===== src/rtl/spgd_iteration_sequencer_if.sv =====
// Signal bundle between the SPGD iteration sequencer and its environment:
// run control, ADC accumulator handshake and gradient-update outputs.
interface spgd_iteration_sequencer_if #(
  parameter int SETTLE_W = 16,
  parameter int METRIC_W = 32
);
  logic                enable;
  logic [SETTLE_W-1:0] settle_cycles;
  logic [15:0]         iterations;
  logic                meas_done;
  logic [METRIC_W-1:0] meas_value;

  logic                pert_apply;
  logic                pert_sign;
  logic                meas_start;
  logic                update_valid;
  logic [METRIC_W:0]   metric_diff;
  logic [15:0]         iter_count;
  logic                busy;
  logic                seq_done;
  logic                fault;

  // Sequencer side: drives strobes and status.
  modport master (
    input  enable, settle_cycles, iterations, meas_done, meas_value,
    output pert_apply, pert_sign, meas_start, update_valid, metric_diff,
           iter_count, busy, seq_done, fault
  );

  // Environment side: perturbation driver, ADC accumulator, update logic.
  modport slave (
    output enable, settle_cycles, iterations, meas_done, meas_value,
    input  pert_apply, pert_sign, meas_start, update_valid, metric_diff,
           iter_count, busy, seq_done, fault
  );
endinterface


===== src/rtl/spgd_iteration_sequencer.sv =====
// One SPGD iteration per pass: +delta, settle, measure J+; -delta, settle,
// measure J-; then a single update strobe carrying J+ - J-.
module spgd_iteration_sequencer #(
  parameter int SETTLE_W       = 16,
  parameter int METRIC_W       = 32,
  parameter int TIMEOUT_CYCLES = 65535
) (
  input  logic                       adc_clk,
  input  logic                       rst,
  spgd_iteration_sequencer_if.master bus
);

  localparam int TO_W = $clog2(TIMEOUT_CYCLES + 1);
  localparam logic [TO_W-1:0] TO_LAST = TO_W'(TIMEOUT_CYCLES - 1);

  typedef enum logic [3:0] {
    IDLE,
    APPLY_P,
    SETTLE_P,
    MEAS_P,
    APPLY_N,
    SETTLE_N,
    MEAS_N,
    UPDATE,
    DONE,
    FAULT
  } state_t;

  state_t              state;
  logic [SETTLE_W-1:0] settle_lat;
  logic [15:0]         iter_lat;
  logic [SETTLE_W-1:0] settle_cnt;
  logic [TO_W-1:0]     timeout_cnt;
  logic                meas_first;
  logic [METRIC_W-1:0] j_plus;

  // NOTE: state and registered outputs use non-blocking assignments so every
  // register samples pre-edge values, independent of statement order.
  always_ff @(posedge adc_clk or posedge rst) begin
    if (rst) begin
      state            <= IDLE;
      settle_lat       <= '0;
      iter_lat         <= '0;
      settle_cnt       <= '0;
      timeout_cnt      <= '0;
      meas_first       <= 1'b0;
      j_plus           <= '0;
      bus.pert_apply   <= 1'b0;
      bus.pert_sign    <= 1'b0;
      bus.meas_start   <= 1'b0;
      bus.update_valid <= 1'b0;
      bus.metric_diff  <= '0;
      bus.iter_count   <= '0;
      bus.busy         <= 1'b0;
      bus.seq_done     <= 1'b0;
      bus.fault        <= 1'b0;
    end else begin
      // Strobes are single-cycle unless a transition below re-asserts them.
      bus.pert_apply   <= 1'b0;
      bus.meas_start   <= 1'b0;
      bus.update_valid <= 1'b0;

      if (state != IDLE && !bus.enable) begin
        // Abort: metric_diff and iter_count deliberately keep their values.
        state         <= IDLE;
        bus.pert_sign <= 1'b0;
        bus.busy      <= 1'b0;
        bus.seq_done  <= 1'b0;
        bus.fault     <= 1'b0;
      end else begin
        case (state)
          IDLE: begin
            if (bus.enable) begin
              settle_lat     <= bus.settle_cycles;
              iter_lat       <= bus.iterations;
              bus.iter_count <= '0;
              bus.pert_apply <= 1'b1;
              bus.pert_sign  <= 1'b0;
              bus.busy       <= 1'b1;
              state          <= APPLY_P;
            end
          end

          APPLY_P, APPLY_N: begin
            settle_cnt <= settle_lat;
            state      <= (state == APPLY_P) ? SETTLE_P : SETTLE_N;
          end

          SETTLE_P, SETTLE_N: begin
            if (settle_cnt == '0) begin
              bus.meas_start <= 1'b1;
              meas_first     <= 1'b1;
              timeout_cnt    <= '0;
              state          <= (state == SETTLE_P) ? MEAS_P : MEAS_N;
            end else begin
              settle_cnt <= settle_cnt - SETTLE_W'(1);
            end
          end

          MEAS_P, MEAS_N: begin
            meas_first <= 1'b0;
            // A done seen in the meas_start cycle belongs to the previous run.
            if (!meas_first && bus.meas_done) begin
              if (state == MEAS_P) begin
                j_plus         <= bus.meas_value;
                bus.pert_apply <= 1'b1;
                bus.pert_sign  <= 1'b1;
                state          <= APPLY_N;
              end else begin
                bus.metric_diff  <= {1'b0, j_plus} - {1'b0, bus.meas_value};
                bus.iter_count   <= bus.iter_count + 16'd1;
                bus.update_valid <= 1'b1;
                bus.pert_sign    <= 1'b0;
                state            <= UPDATE;
              end
            end else if (timeout_cnt == TO_LAST) begin
              bus.fault     <= 1'b1;
              bus.busy      <= 1'b0;
              bus.pert_sign <= 1'b0;
              state         <= FAULT;
            end else begin
              timeout_cnt <= timeout_cnt + TO_W'(1);
            end
          end

          UPDATE: begin
            if (iter_lat != '0 && bus.iter_count == iter_lat) begin
              bus.seq_done <= 1'b1;
              bus.busy     <= 1'b0;
              state        <= DONE;
            end else begin
              bus.pert_apply <= 1'b1;
              bus.pert_sign  <= 1'b0;
              state          <= APPLY_P;
            end
          end

          DONE, FAULT: begin
            // Held until enable drops.
          end

          default: state <= IDLE;
        endcase
      end
    end
  end

endmodule


===== src/flat_wrapper.sv =====
// flat-port wrapper written by rule: the top's interface ports become plain ports
module spgd_iteration_sequencer_flat 
#(
  parameter int SETTLE_W       = 16,
  parameter int METRIC_W       = 32,
  parameter int TIMEOUT_CYCLES = 65535
)
  (adc_clk, rst, bus_enable, bus_settle_cycles, bus_iterations, bus_meas_done, bus_meas_value, bus_pert_apply, bus_pert_sign, bus_meas_start, bus_update_valid, bus_metric_diff, bus_iter_count, bus_busy, bus_seq_done, bus_fault);
  spgd_iteration_sequencer_if #(.SETTLE_W(SETTLE_W), .METRIC_W(METRIC_W)) bus_i ();
  input  logic adc_clk;
  input  logic rst;
  input wire logic [$bits(bus_i.enable)-1:0] bus_enable;
  input wire logic [$bits(bus_i.settle_cycles)-1:0] bus_settle_cycles;
  input wire logic [$bits(bus_i.iterations)-1:0] bus_iterations;
  input wire logic [$bits(bus_i.meas_done)-1:0] bus_meas_done;
  input wire logic [$bits(bus_i.meas_value)-1:0] bus_meas_value;
  output wire logic [$bits(bus_i.pert_apply)-1:0] bus_pert_apply;
  output wire logic [$bits(bus_i.pert_sign)-1:0] bus_pert_sign;
  output wire logic [$bits(bus_i.meas_start)-1:0] bus_meas_start;
  output wire logic [$bits(bus_i.update_valid)-1:0] bus_update_valid;
  output wire logic [$bits(bus_i.metric_diff)-1:0] bus_metric_diff;
  output wire logic [$bits(bus_i.iter_count)-1:0] bus_iter_count;
  output wire logic [$bits(bus_i.busy)-1:0] bus_busy;
  output wire logic [$bits(bus_i.seq_done)-1:0] bus_seq_done;
  output wire logic [$bits(bus_i.fault)-1:0] bus_fault;
  assign bus_i.enable = bus_enable;
  assign bus_i.settle_cycles = bus_settle_cycles;
  assign bus_i.iterations = bus_iterations;
  assign bus_i.meas_done = bus_meas_done;
  assign bus_i.meas_value = bus_meas_value;
  assign bus_pert_apply = bus_i.pert_apply;
  assign bus_pert_sign = bus_i.pert_sign;
  assign bus_meas_start = bus_i.meas_start;
  assign bus_update_valid = bus_i.update_valid;
  assign bus_metric_diff = bus_i.metric_diff;
  assign bus_iter_count = bus_i.iter_count;
  assign bus_busy = bus_i.busy;
  assign bus_seq_done = bus_i.seq_done;
  assign bus_fault = bus_i.fault;
  spgd_iteration_sequencer #(.SETTLE_W(SETTLE_W), .METRIC_W(METRIC_W), .TIMEOUT_CYCLES(TIMEOUT_CYCLES)) u_core (.adc_clk(adc_clk), .rst(rst), .bus(bus_i));
endmodule

===== config.mk =====
export PLATFORM = sky130hd
export DESIGN_NAME = spgd_iteration_sequencer_flat
export DESIGN_NICKNAME = d
export VERILOG_FILES = /design/src/rtl/spgd_iteration_sequencer_if.sv /design/src/rtl/spgd_iteration_sequencer.sv /design/src/flat_wrapper.sv
export SDC_FILE = /design/constraint.sdc
export NUM_CORES = 1
export LEC_CHECK = 0
export BUFFER_PORTS_ARGS = -buffer_cell sky130_fd_sc_hd__buf_2
export CAP_MARGIN = 20
export CORE_MARGIN = 3
export CORE_UTILIZATION = 50
export DETAILED_ROUTE_END_ITERATION = 10
export GPL_TIMING_DRIVEN = 1
export PLACE_DENSITY = 0.78
export SYNTH_ARGS = -nofsm -noshare
export SYNTH_HDL_FRONTEND = slang
export SYNTH_SLANG_ARGS = --single-unit
export TNS_END_PERCENT = 10

===== constraint.sdc =====
create_clock -name adc_clk -period 8.3 [get_ports adc_clk]
set_input_delay 0.83 -clock adc_clk [delete_from_list [all_inputs] [get_ports adc_clk]]
set_output_delay 0.83 -clock adc_clk [all_outputs]
set_load 0.005 [all_outputs]

## Word-level counts from Yosys, hierarchy flattened

Index checks and enable logic that the tools add are counted.

- Register bits: 157
- Input bits: 68
- Output and inout bits: 56
- Word-level logic and storage cells: 135

- Add/subtract/negate cells: 4
- Eq/ne operators: 27
- Mux-type cells: 53
- Bitwise gates (word level): 2
- Reductions and logical operators: 33

Operator list:

| operator | number |
|---|---|
| 2-to-1 mux 16 bit | 7 |
| case mux 16 bit (2 select lines) | 3 |
| subtractor 32 x 32 -> 33 bit | 1 |
| adder 16 x 1 -> 16 bit, second input constant | 2 |
| 2-to-1 mux 1 bit | 29 |
| 2-to-1 mux 4 bit | 6 |
| case mux 4 bit (6 select lines) | 1 |
| == test 16 bit | 1 |
| == test 16 bit, second input constant | 1 |
| == test 4 x 3 -> 1 bit, second input constant | 4 |
| logical NOT 16 bit | 1 |
| AND reduction 4 bit | 4 |
| nonzero test 16 bit | 1 |
| subtractor 16 x 1 -> 16 bit, second input constant | 1 |
| AND reduction 5 bit | 3 |
| nonzero test 2 bit | 7 |
| AND reduction 3 bit | 4 |
| != test 2 bit, second input constant | 5 |
| != test 3 x 1 -> 1 bit, second input constant | 3 |
| != test 3 x 2 -> 1 bit, second input constant | 3 |
| case mux 1 bit (3 select lines) | 3 |
| == test 4 x 2 -> 1 bit, second input constant | 2 |
| == test 4 bit, second input constant | 2 |
| != test 2 x 1 -> 1 bit, second input constant | 4 |
| 12 further kinds | 21 |

## Depth between registers and ports, before layout

Gate-level depths: netlist of run 1.

- Depth in word-level cells: 5
- Gate-level depth with buffers: 11

## Worst setup path before layout of run 1

OpenSTA, ideal clock, no wires.

- Path kind: input port to flip-flop
- Start: input port bus_meas_value[10]
- End: register u_core.bus.metric_diff[29]
- Data arrival time: 2,869 ps
- Data required time: 8,231 ps
- Slack: 5,362 ps
- Stages: 10
- Buffers on the path: 1
- Cells stage by stage: inv_1 > ha_1 > clkbuf_1 > a21o_1 > a211oi_1 > o221ai_1 > a21boi_0 > o31ai_1 > or4b_2 > nand3_1

- Cells in the longest elaborated chain, start to end: 1

Ends and longest elaborated chain:

| item | RTL line | RTL |
|---|---|---|
| from (decl) | flat_wrapper.sv:16 | `input wire logic [$bits(bus_i.meas_value)-1:0] bus_meas_value;` |
| subtractor 32 x 32 -> 33 bit | spgd_iteration_sequencer.sv:110 | `bus.metric_diff <= {1'b0, j_plus} - {1'b0, bus.meas_value};` |
| to (signal assigned) | spgd_iteration_sequencer.sv:110 |  |
| to (decl) | spgd_iteration_sequencer_if.sv:26 | `output pert_apply, pert_sign, meas_start, update_valid, metric_diff,` |

No other way between the ends.
A chain may end at the register's enable or synchronous reset.

## Final worst setup path of run 1

- Start: register u_core.state[0]
- End: register u_core.timeout_cnt[15]

- Cells in the longest elaborated chain, start to end: 4
- Elaborated cells on any way between the ends: 15

Ends and longest elaborated chain:

| item | RTL line | RTL |
|---|---|---|
| from (decl) | spgd_iteration_sequencer.sv:29 | `state_t state;` |
| from (signal assigned) | spgd_iteration_sequencer.sv:86 | `state <= (state == APPLY_P) ? SETTLE_P : SETTLE_N;` |
| from (signal assigned) | spgd_iteration_sequencer.sv:94 | `state <= (state == SETTLE_P) ? MEAS_P : MEAS_N;` |
| == test 4 x 3 -> 1 bit (tied with other cells) | spgd_iteration_sequencer.sv:71 | `case (state)` |
| OR reduction 2 bit / logical AND 1 bit (equally long branches) | spgd_iteration_sequencer.sv:71, spgd_iteration_sequencer.sv:63 |  |
| != test 2 bit (no line) (tied with other cells) | n/a |  |
| AND reduction 5 bit (no line) | n/a |  |
| to (signal assigned) | spgd_iteration_sequencer.sv:122 | `timeout_cnt <= timeout_cnt + TO_W'(1);` |
| to (decl) | spgd_iteration_sequencer.sv:33 | `logic [TO_W-1:0] timeout_cnt;` |

Several ways; a longest one is shown, not always the timed one.

==> reports/metrics.csv, run 1 <==
metric,value,unit
leakagePower,0.00504,uW
ys_types,63,
cp_slowest_stage_delay,0.79,ns
period_needed,3.19,ns
critPathKind,reg -> reg,
critPathRequiredTime,8.61,ns
synth_xor_area_share,5.40,%
nFillCells,1565,
muxShareOfSynthArea,4.87,%
slew_viol_final,0,
drc_errors,0,
finClkSkew,0.0122,ns
arrival,3.50,ns
final_common_cell,nand2_1,
use_met3,5.36,%
cp_slowest_cell,a21oi_1,
crit_buf_inv,0,
multiInputGateArea,4700,sq um
clkPwrFrac,21.4,%
start_util,51.8,%
yosysWarnings,0,
layout.nets,1242,
drt-initial-drc-count,631,
p_switching,1380,uW
wl_per_cell,15.8,um
vias,7783,
place_hpwl,15.6,mm
vias_per_cell,5.66,
ys_ff_latch,157,
most-common-layout-cells,"nand2_1 (181), dfrtp_1 (157), buf_2 (123)",
rrSetupSlack,5.11,ns
syn_area,9090,sq um
synth-simple-area-share,20.6,%
synth_adder_area_share,5.43,%
hold_class,reg -> reg,
ys_seq_area_share,43.2,%
htree_levels,4,
root_buffer,clkbuf_16,
cp_max_fo,17,
finalSetupTns,0,ns
critPathTopFamily,simple AND/OR/NAND/NOR gates,
intPower,2000,uW
synth_top_family_by_area,simple AND/OR/NAND/NOR gates,
gp_congestion,0.876,
min_period_over_period,38.5,%
async_flop_share,100,%
worst_setup_path_end_kind,flop,
maxCapViolCount,0,
die_w,141,um
fin_cells,1374,
cts.repair.resized,0,
clk_pin_slew,0.06,ns
ant_nets,0,
placedCellCount,1340,
crit_chain,"or3b_1, a21oi_1, and3_1, o211ai_1, nor4_1, xnor2_1, nor2_1",
io_buffer_count,123,
die_h,141,um
seqCellArea,3930,sq um
rsz0062_at_grt,false,
setup_viol,0,
combPwrFrac,43.0,%
fmax,313,MHz
ioPinCount,124,
grt.busiest_layer,met2,
status,finished clean,
post_synth.cell_area_avg,8.79,sq um
grt_antenna_before_repair,0,
p_per_area,326,nW/um^2
synth_ff_type,dfrtp_1,
hold_viol_final,0,
dpl-instance-area,9800,sq um
p_sw_share,40.8,%
grtUsageTotal,22.1,%
grt_max_degree,84,
synth_compound_area_share,15.3,%
synthCells,1034,
rows,48,
worstSetupStartpointType,flop,
core_area,17500,sq um
cts_buffers,17,
p_seq_share,35.6,%
grt_pass1_vias,7296,
synth_edf_count,0,
cts_tree,built,
diodes,0,
post_cts_buffers,0,
slew_headroom,28.8,%
clock_latency,0.43,ns
cts_max_path_buffers,2,
die_area,19800,sq um
p_total,3380,uW
synth_fp_nets,1140,
worstMarginPinSlew,1.07,ns
wirelength,21.7,mm
cts_hold_buf,0,
fin_area,10400,sq um
grt-ovfl-total,0,
dr.pass1.iters,5,
area_delta_synth_final,14.2,%
use_met1,30.2,%
drive_above_1_share,19.6,%
cts.sinks,157,
met2_usage,35.5,%
grt_pass1_wl,36.2,mm
ir_worst_vdd,0.000178,V
kinds of logic (layout without fill, tap and decap cells):
logic type	count (synthesis)	in the layout
buf+inv	107	222
flops	157	157
fa+ha+maj	39	39
mux	40	40
xor+xnor	56	56
simple gates	404	404
compound gates	231	231
final cells by class:
cell class / count / share of cell area (%)
multi-input combinational: 770 / 45.3
sequential: 157 / 37.9
clock inverter: 14 / 1.07
tap: 225 / 2.71
timing repair buffer: 132 / 6.78
clock buffer: 18 / 4.14
inverter: 58 / 2.15
registers in the layout, summed over array words and instances, names as in the netlist:
register / cells
u_core.bus.busy: 1
u_core.bus.fault: 1
u_core.bus.iter_count: 16
u_core.bus.meas_start: 1
u_core.bus.metric_diff: 33
u_core.bus.pert_apply: 1
u_core.bus.pert_sign: 1
u_core.bus.seq_done: 1
u_core.bus.update_valid: 1
u_core.iter_lat: 16
u_core.j_plus: 32
u_core.meas_first: 1
u_core.settle_cnt: 16
u_core.settle_lat: 16
u_core.state: 4
u_core.timeout_cnt: 16
Yosys cell counts (3+ instances only):
cell type	instances	area [sq um]
nand2_1	181	679
dfrtp_1	157	3930
nor2_1	76	285
o21ai_0	76	380
a21oi_1	66	330
inv_1	58	218
ha_1	37	463
mux2_2	34	383
clkbuf_1	32	120
nor3_1	30	150
xnor2_1	28	245
xor2_1	28	245
nand4_1	26	163
nand3_1	22	110
nor4_1	14	87.6
or3_1	14	87.6
a21o_1	11	82.6
o211ai_1	10	75.1
a31oi_1	9	56.3
o31ai_1	9	67.6
a211oi_1	8	60.1
o21a_1	7	52.6
and3_1	6	37.5
buf_2	6	30.0
mux2i_1	6	60.1
nand2b_1	5	31.3
o21bai_1	5	37.5
o22ai_1	5	31.3
or2_2	5	31.3
or3_2	5	37.5
and2_1	4	25.0
buf_6	4	45.0
a31o_2	3	26.3
buf_1	3	11.3
nand4b_1	3	26.3
nor2b_1	3	18.8
tightest hold or removal path: stages (launching register included):
cell and delay (ns):
dfrtp_1 0.34, nand2_1 0.04, o21ai_0 0.06
through the flow:
step | hold slack [ns] | utilization (%) | worst slack, ns
finish | 0.474 | 59.2 | 5.11
global route | 0.506 | 59.2 | 4.88
CTS | 0.481 | 59.0 | 4.97
detailed placement | 0.465 | 55.9 | 4.71
global placement | 0.459 | 55.9 | 4.86
floorplan | 0.446 | - | 3.24
worst paths after layout:
kind	endpoint	cells past startpoint	startpoint
setup / recovery	u_core.timeout_cnt[15]	7	u_core.state[0]
hold / removal	u_core.bus.metric_diff[21]	2	u_core.bus.metric_diff[21]
setup reg to reg	u_core.timeout_cnt[15]	7	u_core.state[0]
hold reg to reg	u_core.bus.metric_diff[21]	2	u_core.bus.metric_diff[21]
max in group asynchronous	u_core.settle_cnt[14]	4	rst
min in group asynchronous	u_core.bus.iter_count[13]	2	rst
routing by layer:
| metal | vias up | part of all wire (%) |
|---|---|---|
| li1 | 3816 | - |
| met5 | - | 0 |
| met4 | 0 | 1.7 |
| met1 | 3708 | 44 |
| met2 | 229 | 48 |
| met3 | 30 | 5.6 |
power by group through the flow:
stage	Clock, uW	Sequential (uW)	Combinational (uW)
finish	723	1200	1450
floorplan	0	1150	1150
CTS	738	1200	1440
global placement	0	1200	1400
global route	769	1240	1650
detailed placement	0	1210	1430
(Power assumes the default switching activity.)
==> run 2: changes to the inputs <==
--- a/config.mk
+++ b/config.mk
@@ -11,7 +11,7 @@
 export CORE_UTILIZATION = 50
 export DETAILED_ROUTE_END_ITERATION = 10
 export GPL_TIMING_DRIVEN = 1
-export PLACE_DENSITY = 0.78
+export PLACE_DENSITY = 0.81
 export SYNTH_ARGS = -nofsm -noshare
 export SYNTH_HDL_FRONTEND = slang
 export SYNTH_SLANG_ARGS = --single-unit
==> constraint.sdc (replaced) <==
create_clock -name adc_clk -period 2.9 [get_ports adc_clk]
set_input_delay 0.29 -clock adc_clk [delete_from_list [all_inputs] [get_ports adc_clk]]
set_output_delay 0.29 -clock adc_clk [all_outputs]
set_load 0.005 [all_outputs]
==> run 2 against run 1 <==
- the run now ends with negative hold slack left
- via count is 2.3% higher
- highest routed layer unchanged
- clock-buffer cell count is 1 higher
- largest cell class unchanged
- register-to-register slack worse by 4.9 ns
- cell count is 1.2% higher
- clock skew is 0.0087 ns higher
- design area is 2.0% higher
==> reports/metrics.csv, run 2 (synthesis results as in run 1) <==
metric,value,unit,change
min_period_over_period,94.4,%,+56 points
violations,negative hold slack,,
critPathTopFamily,compound AO/OA/AOI/OAI gates,,
grt_pass1_wl,37.6,mm,+3.8%
grt_max_degree,91,,+8.3%
drive_above_1_share,21.0,%,+1.4 points
worst_setup_path_end_kind,flop,,
cp_slowest_cell,or4b_2,,
cts_max_path_buffers,2,,unchanged
hold_viol_final,6,,+6
grtUsageTotal,23.1,%,+1.0 points
ioPinCount,124,,unchanged
clk_pin_slew,0.07,ns,about the same
fin_area,10600,sq um,+2.0%
cp_max_fo,8,,-9
dr.pass1.iters,5,,unchanged
finClkSkew,0.0208,ns,+0.00865 ns
gp_congestion,0.904,,+3.3%
worstMarginPinSlew,0.642,ns,-0.425 ns
post_cts_buffers,0,,unchanged
arrival,3.10,ns,-0.40 ns
setup_viol,0,,unchanged
leakagePower,0.00516,uW,+2.3%
place_hpwl,16.1,mm,+3.4%
area_delta_synth_final,16.5,%,
fmax,365,MHz,+17%
layout.nets,1260,,+1.4%
cp.depth,8,,+1
rrSetupSlack,0.16,ns,-4.95 ns
drt-initial-drc-count,625,,-0.95%
grt-ovfl-total,0,,unchanged
regMostFlops,u_core.bus.metric_diff,,
vias_per_cell,5.73,,+1.1%
ir_worst_vdd,0.000599,V,+240%
final_common_cell,nand2_1,,
rsz0062_at_grt,false,,
cts_buffers,17,,unchanged
start_util,51.8,%,unchanged
slew_viol_final,0,,unchanged
fin_util,60.4,%,+1.2 points
ant_nets,0,,unchanged
status,finished with violations,,
dpl-instance-area,9980,sq um,+1.8%
clock_latency,0.43,ns,about the same
io_buffer_count,123,,unchanged
wl_per_cell,16.3,um,+3.3%
die_area,19800,sq um,unchanged
largest_reg_flops,33,,unchanged
cts_tree,built,,
core_area,17500,sq um,unchanged
root_buffer,clkbuf_16,,
cp_slowest_stage_delay,0.62,ns,-0.17 ns
grt_antenna_before_repair,1,,+1
critPathRequiredTime,3.26,ns,-5.35 ns
rows,48,,unchanged
holdWs,-0.0132,ns,-0.487 ns
r2r_cells,8,,+1
worstSetupStartpointType,flop,,
grt_pass1_vias,7617,,+4.4%
cts.sinks,157,,unchanged
drc_errors,0,,unchanged
crit_chain,"ha_1, a21o_1, a211oi_1, o221ai_1, a21boi_0, o31ai_1, or4b_2, nand3_1",,
post-place-ws,0.106,ns,-4.61 ns
crit_buf_inv,0,,unchanged
setup_ws,0.163,ns,-4.95 ns
die_h,141,um,unchanged
reg.largest.list,"u_core.bus.metric_diff (33), u_core.j_plus (32)",,
maxCapViolCount,0,,unchanged
cp-endpoint,u_core.bus.metric_diff[29],,
worstReg2RegEnd,u_core.bus.metric_diff[29],,
vias,7962,,+2.3%
slew_headroom,56.1,%,+27 points
htree_levels,4,,unchanged
timing.rr.start,u_core.j_plus[10],,
critPathKind,reg -> reg,,
finalSetupTns,0,ns,unchanged
most-common-layout-cells,"nand2_1 (181), dfrtp_1 (157), buf_2 (123)",,
period_needed,2.74,ns,-0.454 ns
wirelength,22.7,mm,+4.5%
die_w,141,um,unchanged
cts_hold_buf,0,,unchanged
setup.worst_path.start,u_core.j_plus[10],,
hold_class,in -> async,,
p_per_area,954,nW/um^2,+190%
run 2: cell count changes in the layout (fill, tap and decap cells not counted), moves of 2 or more:
cell	change
inv_8	-2
inv_6	-3
bufinv_16	+3
buf_4	+18
run 2: worst min path at each step:
stage	depth (start not counted)	slack, ns	from	end
floorplan	2	0.40	bus_iterations[0]	u_core.iter_lat[0]
global placement	3	0.46	rst	u_core.j_plus[2]
detailed placement	3	0.46	rst	u_core.j_plus[3]
CTS	3	0.005	rst	u_core.bus.metric_diff[3]
global route	3	0.02	rst	u_core.j_plus[3]
finish	3	-0.01	rst	u_core.j_plus[0]
run 2: repair_timing:
item / CTS / global route
setup endpoints to repair: 0 / 6
hold endpoints to repair: 0 / 0
gates resized for setup: 0 / 5
run 2: worst register-to-register path: stages, from the launching register on:
cell and delay, ns:
dfrtp_1 0.39, ha_1 0.40, a21o_1 0.23, a211oi_1 0.36
o221ai_1 0.16, a21boi_0 0.25, o31ai_1 0.16, or4b_2 0.62
nand3_1 0.10
run 2: through the flow:
step                      std cells  hold slack (ns)  total power [uW]
final                          1390          -0.0132             10100
after global routing           1390           0.0210             10800
after CTS                      1389          0.00515             10100
after detailed placement       1360            0.463              7730
after global placement         1360            0.456              7580
after floorplan                1034            0.395              6580
run 2: report_power, final:
part           switching (uW)  internal, uW  total, uW  leakage, uW
Clock                     909          1370       2270     0.000282
Combinational            2540          1850       4390      0.00283
Sequential                561          2880       3440      0.00205
run 2: area by class of cell:
type | count | area [sq um]
Fill cell | 1466 | 6950
Multi-Input combinational cell | 770 | 4720
Sequential cell | 157 | 3930
Timing Repair Buffer | 150 | 843
Clock buffer | 19 | 443
Tap cell | 225 | 282
Inverter | 58 | 221
Clock inverter | 10 | 141
Antenna cell | 1 | 2.50
run 2: layer usage:
layer | global-route usage, % | wire length, um | up-vias | share of wire (%)
met4 | 8.92 | 702 | 0 | 3.1
met1 | 31.5 | 10000 | 3844 | 44
li1 | - | - | 3841 | -
met5 | 0 | 0 | - | 0
met3 | 4.51 | 1010 | 46 | 4.4
met2 | 36.7 | 11000 | 231 | 48
==> run 3: changes to the inputs <==
--- a/config.mk
+++ b/config.mk
@@ -5,13 +5,13 @@
 export SDC_FILE = /design/constraint.sdc
 export NUM_CORES = 1
 export LEC_CHECK = 0
-export BUFFER_PORTS_ARGS = -buffer_cell sky130_fd_sc_hd__buf_2
 export CAP_MARGIN = 20
 export CORE_MARGIN = 3
-export CORE_UTILIZATION = 50
+export CORE_UTILIZATION = 58
 export DETAILED_ROUTE_END_ITERATION = 10
+export DONT_BUFFER_PORTS = 1
 export GPL_TIMING_DRIVEN = 1
-export PLACE_DENSITY = 0.81
+export PLACE_DENSITY = 0.83
 export SYNTH_ARGS = -nofsm -noshare
 export SYNTH_HDL_FRONTEND = slang
 export SYNTH_SLANG_ARGS = --single-unit
==> run 3 against run 2 <==
- worst setup slack got worse by 0.069 ns
- total power decreased by 0.34%
- non-clock buffer count decreased by 77
- sequential power increased by 2%
- utilization increased by 8.0 points
- the flow still finishes with violations (negative hold slack)
==> reports/metrics.csv, run 3 (synthesis results as in run 1) <==
metric,value,unit,change
status,finished with violations,,
violations,negative hold slack,,
min_period_over_period,96.8,%,+2.4 points
final_common_cell,nand2_1,,
clk_pin_slew,0.07,ns,about the same
critPathKind,reg -> reg,,
cts_max_path_buffers,2,,unchanged
finClkSkew,0.0161,ns,-0.00469 ns
io_buffer_count,0,,-100%
crit_chain,"inv_1, ha_1, or3b_2, nor3_1, nand2_1, a31o_2, mux2_2, a31oi_1, mux2_2",,
area_delta_synth_final,14.8,%,
holdWs,-0.0656,ns,-0.0524 ns
setup_viol,0,,unchanged
dr.pass1.iters,5,,unchanged
worstMarginPinSlew,0.910,ns,+0.268 ns
die_area,17200,sq um,-13%
root_buffer,clkbuf_16,,
grt_antenna_before_repair,1,,unchanged
post-place-ws,0.147,ns,+0.0403 ns
clock_latency,0.44,ns,about the same
ioPinCount,124,,unchanged
largest_reg_flops,33,,unchanged
vias_per_cell,6.09,,+6.3%
cts_buffers,17,,unchanged
setup_ws,0.0939,ns,-0.0688 ns
wirelength,23.4,mm,+3.0%
most-common-layout-cells,"nand2_1 (181), dfrtp_1 (157), nor2_1 (76), o21ai_0 (76), a21oi_1 (66)",,
finalSetupTns,0,ns,unchanged
critPathRequiredTime,3.21,ns,-0.05 ns
cpMostUsedCell,mux2_2,,
rsz0062_at_grt,false,,
arrival,3.12,ns,+0.02 ns
rows,45,,-6.3%
leakagePower,0.00479,uW,-7.1%
cts.sinks,157,,unchanged
worstSetupStartpointType,flop,,
ant_nets,0,,unchanged
grt-ovfl-total,0,,unchanged
regMostFlops,u_core.bus.metric_diff,,
drive_above_1_share,10.7,%,-10 points
grt_pass1_vias,7652,,+0.46%
slew_viol_final,0,,unchanged
cp_slowest_stage_delay,0.49,ns,-0.13 ns
htree_levels,4,,unchanged
grt_max_degree,158,,+74%
drc_errors,0,,unchanged
cp_slowest_cell,or3b_2,,
vias,7925,,-0.46%
cts_tree,built,,
hold_class,in -> async,,
fin_area,10400,sq um,-1.5%
post_cts_buffers,0,,unchanged
hold_viol_final,46,,+40
period_needed,2.81,ns,+0.0688 ns
wl_per_cell,18.0,um,+10%
start_util,59.5,%,+7.7 points
die_w,131,um,-6.8%
p_per_area,965,nW/um^2,+1.2%
ir_worst_vdd,0.000736,V,+23%
reg.largest.list,"u_core.bus.metric_diff (33), u_core.j_plus (32)",,
drt-initial-drc-count,671,,+7.4%
slew_headroom,39.3,%,-17 points
cp_max_fo,4,,-4
layout.nets,1183,,-6.1%
gp_congestion,0.940,,+3.9%
maxCapViolCount,0,,unchanged
dpl-instance-area,9300,sq um,-6.8%
grt_pass1_wl,38.0,mm,+1.3%
worst_setup_path_end_kind,flop,,
fmax,356,MHz,-2.5%
die_h,131,um,-6.8%
grtUsageTotal,26.9,%,+3.8 points
place_hpwl,15.0,mm,-7.2%
core_area,15300,sq um,-13%
[run 3: cell count changes in the layout (fill, tap and decap cells not counted), sizes merged]
cell,previous run,this run
inv,59,63
dlygate4sd3,0,52
clkinvlp,3,1
clkbuf,19,18
bufinv,3,2
clkinv,3,6
buf,150,21
[run 3: final cells by class]
cell class / instances / area, sq um
fillers: 1107 / 4830
clock buffers: 18 / 429
diodes: 1 / 2.50
flip-flops and latches: 157 / 3930
clock inverters: 14 / 160
multi-input cells: 770 / 4720
well taps: 211 / 264
repair buffers: 73 / 703
inverters: 58 / 221
[run 3: layer usage]
metal  track usage [%]  wire length, um  up-vias  part of all wire [%]
li1                  -                -     3697                     -
met1              33.5             9400     3802                    40
met2              43.3            11400      337                    49
met3              7.58             1600       89                   6.9
met4              13.0              992        0                   4.2
met5                 0                0        -                     0
[run 3: timing repair]
| item | CTS | global route |
|---|---|---|
| resized for setup | 0 | 3 |
| hold endpoints to repair | 46 | 6 |
| hold buffers | 46 | 6 |
| endpoints found under the setup margin | 0 | 6 |
[run 3: through the flow]
| step | total power [uW] | instances | util, % |
|---|---|---|---|
| after floorplan | 6580 | 1034 | - |
| after global placement | 7390 | 1217 | 60.9 |
| after detailed placement | 7550 | 1217 | 60.9 |
| after CTS | 9890 | 1295 | 67.8 |
| after global routing | 10700 | 1302 | 68.3 |
| final | 10100 | 1302 | 68.3 |
[run 3: worst paths after layout]
check	cells past startpoint	start	slack (ns)	endpoint
min in group adc_clk	1	bus_meas_value[26]	0.01	u_core.j_plus[26]
hold / removal	2	rst	-0.07	u_core.bus.meas_start
setup / recovery	9	u_core.settle_cnt[0]	0.09	u_core.state[3]
hold reg to reg	2	u_core.settle_lat[5]	0.50	u_core.settle_lat[5]
setup reg to reg	9	u_core.settle_cnt[0]	0.09	u_core.state[3]
max in group asynchronous	2	rst	2.24	u_core.bus.metric_diff[4]
[run 3: worst max-delay path, delay by kind of cell (launching register included)]
family	cells	cell delay (ns)
AOI/OAI and AO/OA	2	0.49
muxes	2	0.65
DFF	1	0.40
adders and majority gates	1	0.16
buffers and inverters	1	0.11
and+or+nand+nor	3	0.86
[run 3: report_power, final]
part	total, uW	leakage (uW)	internal, uW	switching, uW
Combinational	4290	0.00245	1780	2510
Sequential	3510	0.00205	2880	635
Clock	2270	0.000292	1290	977
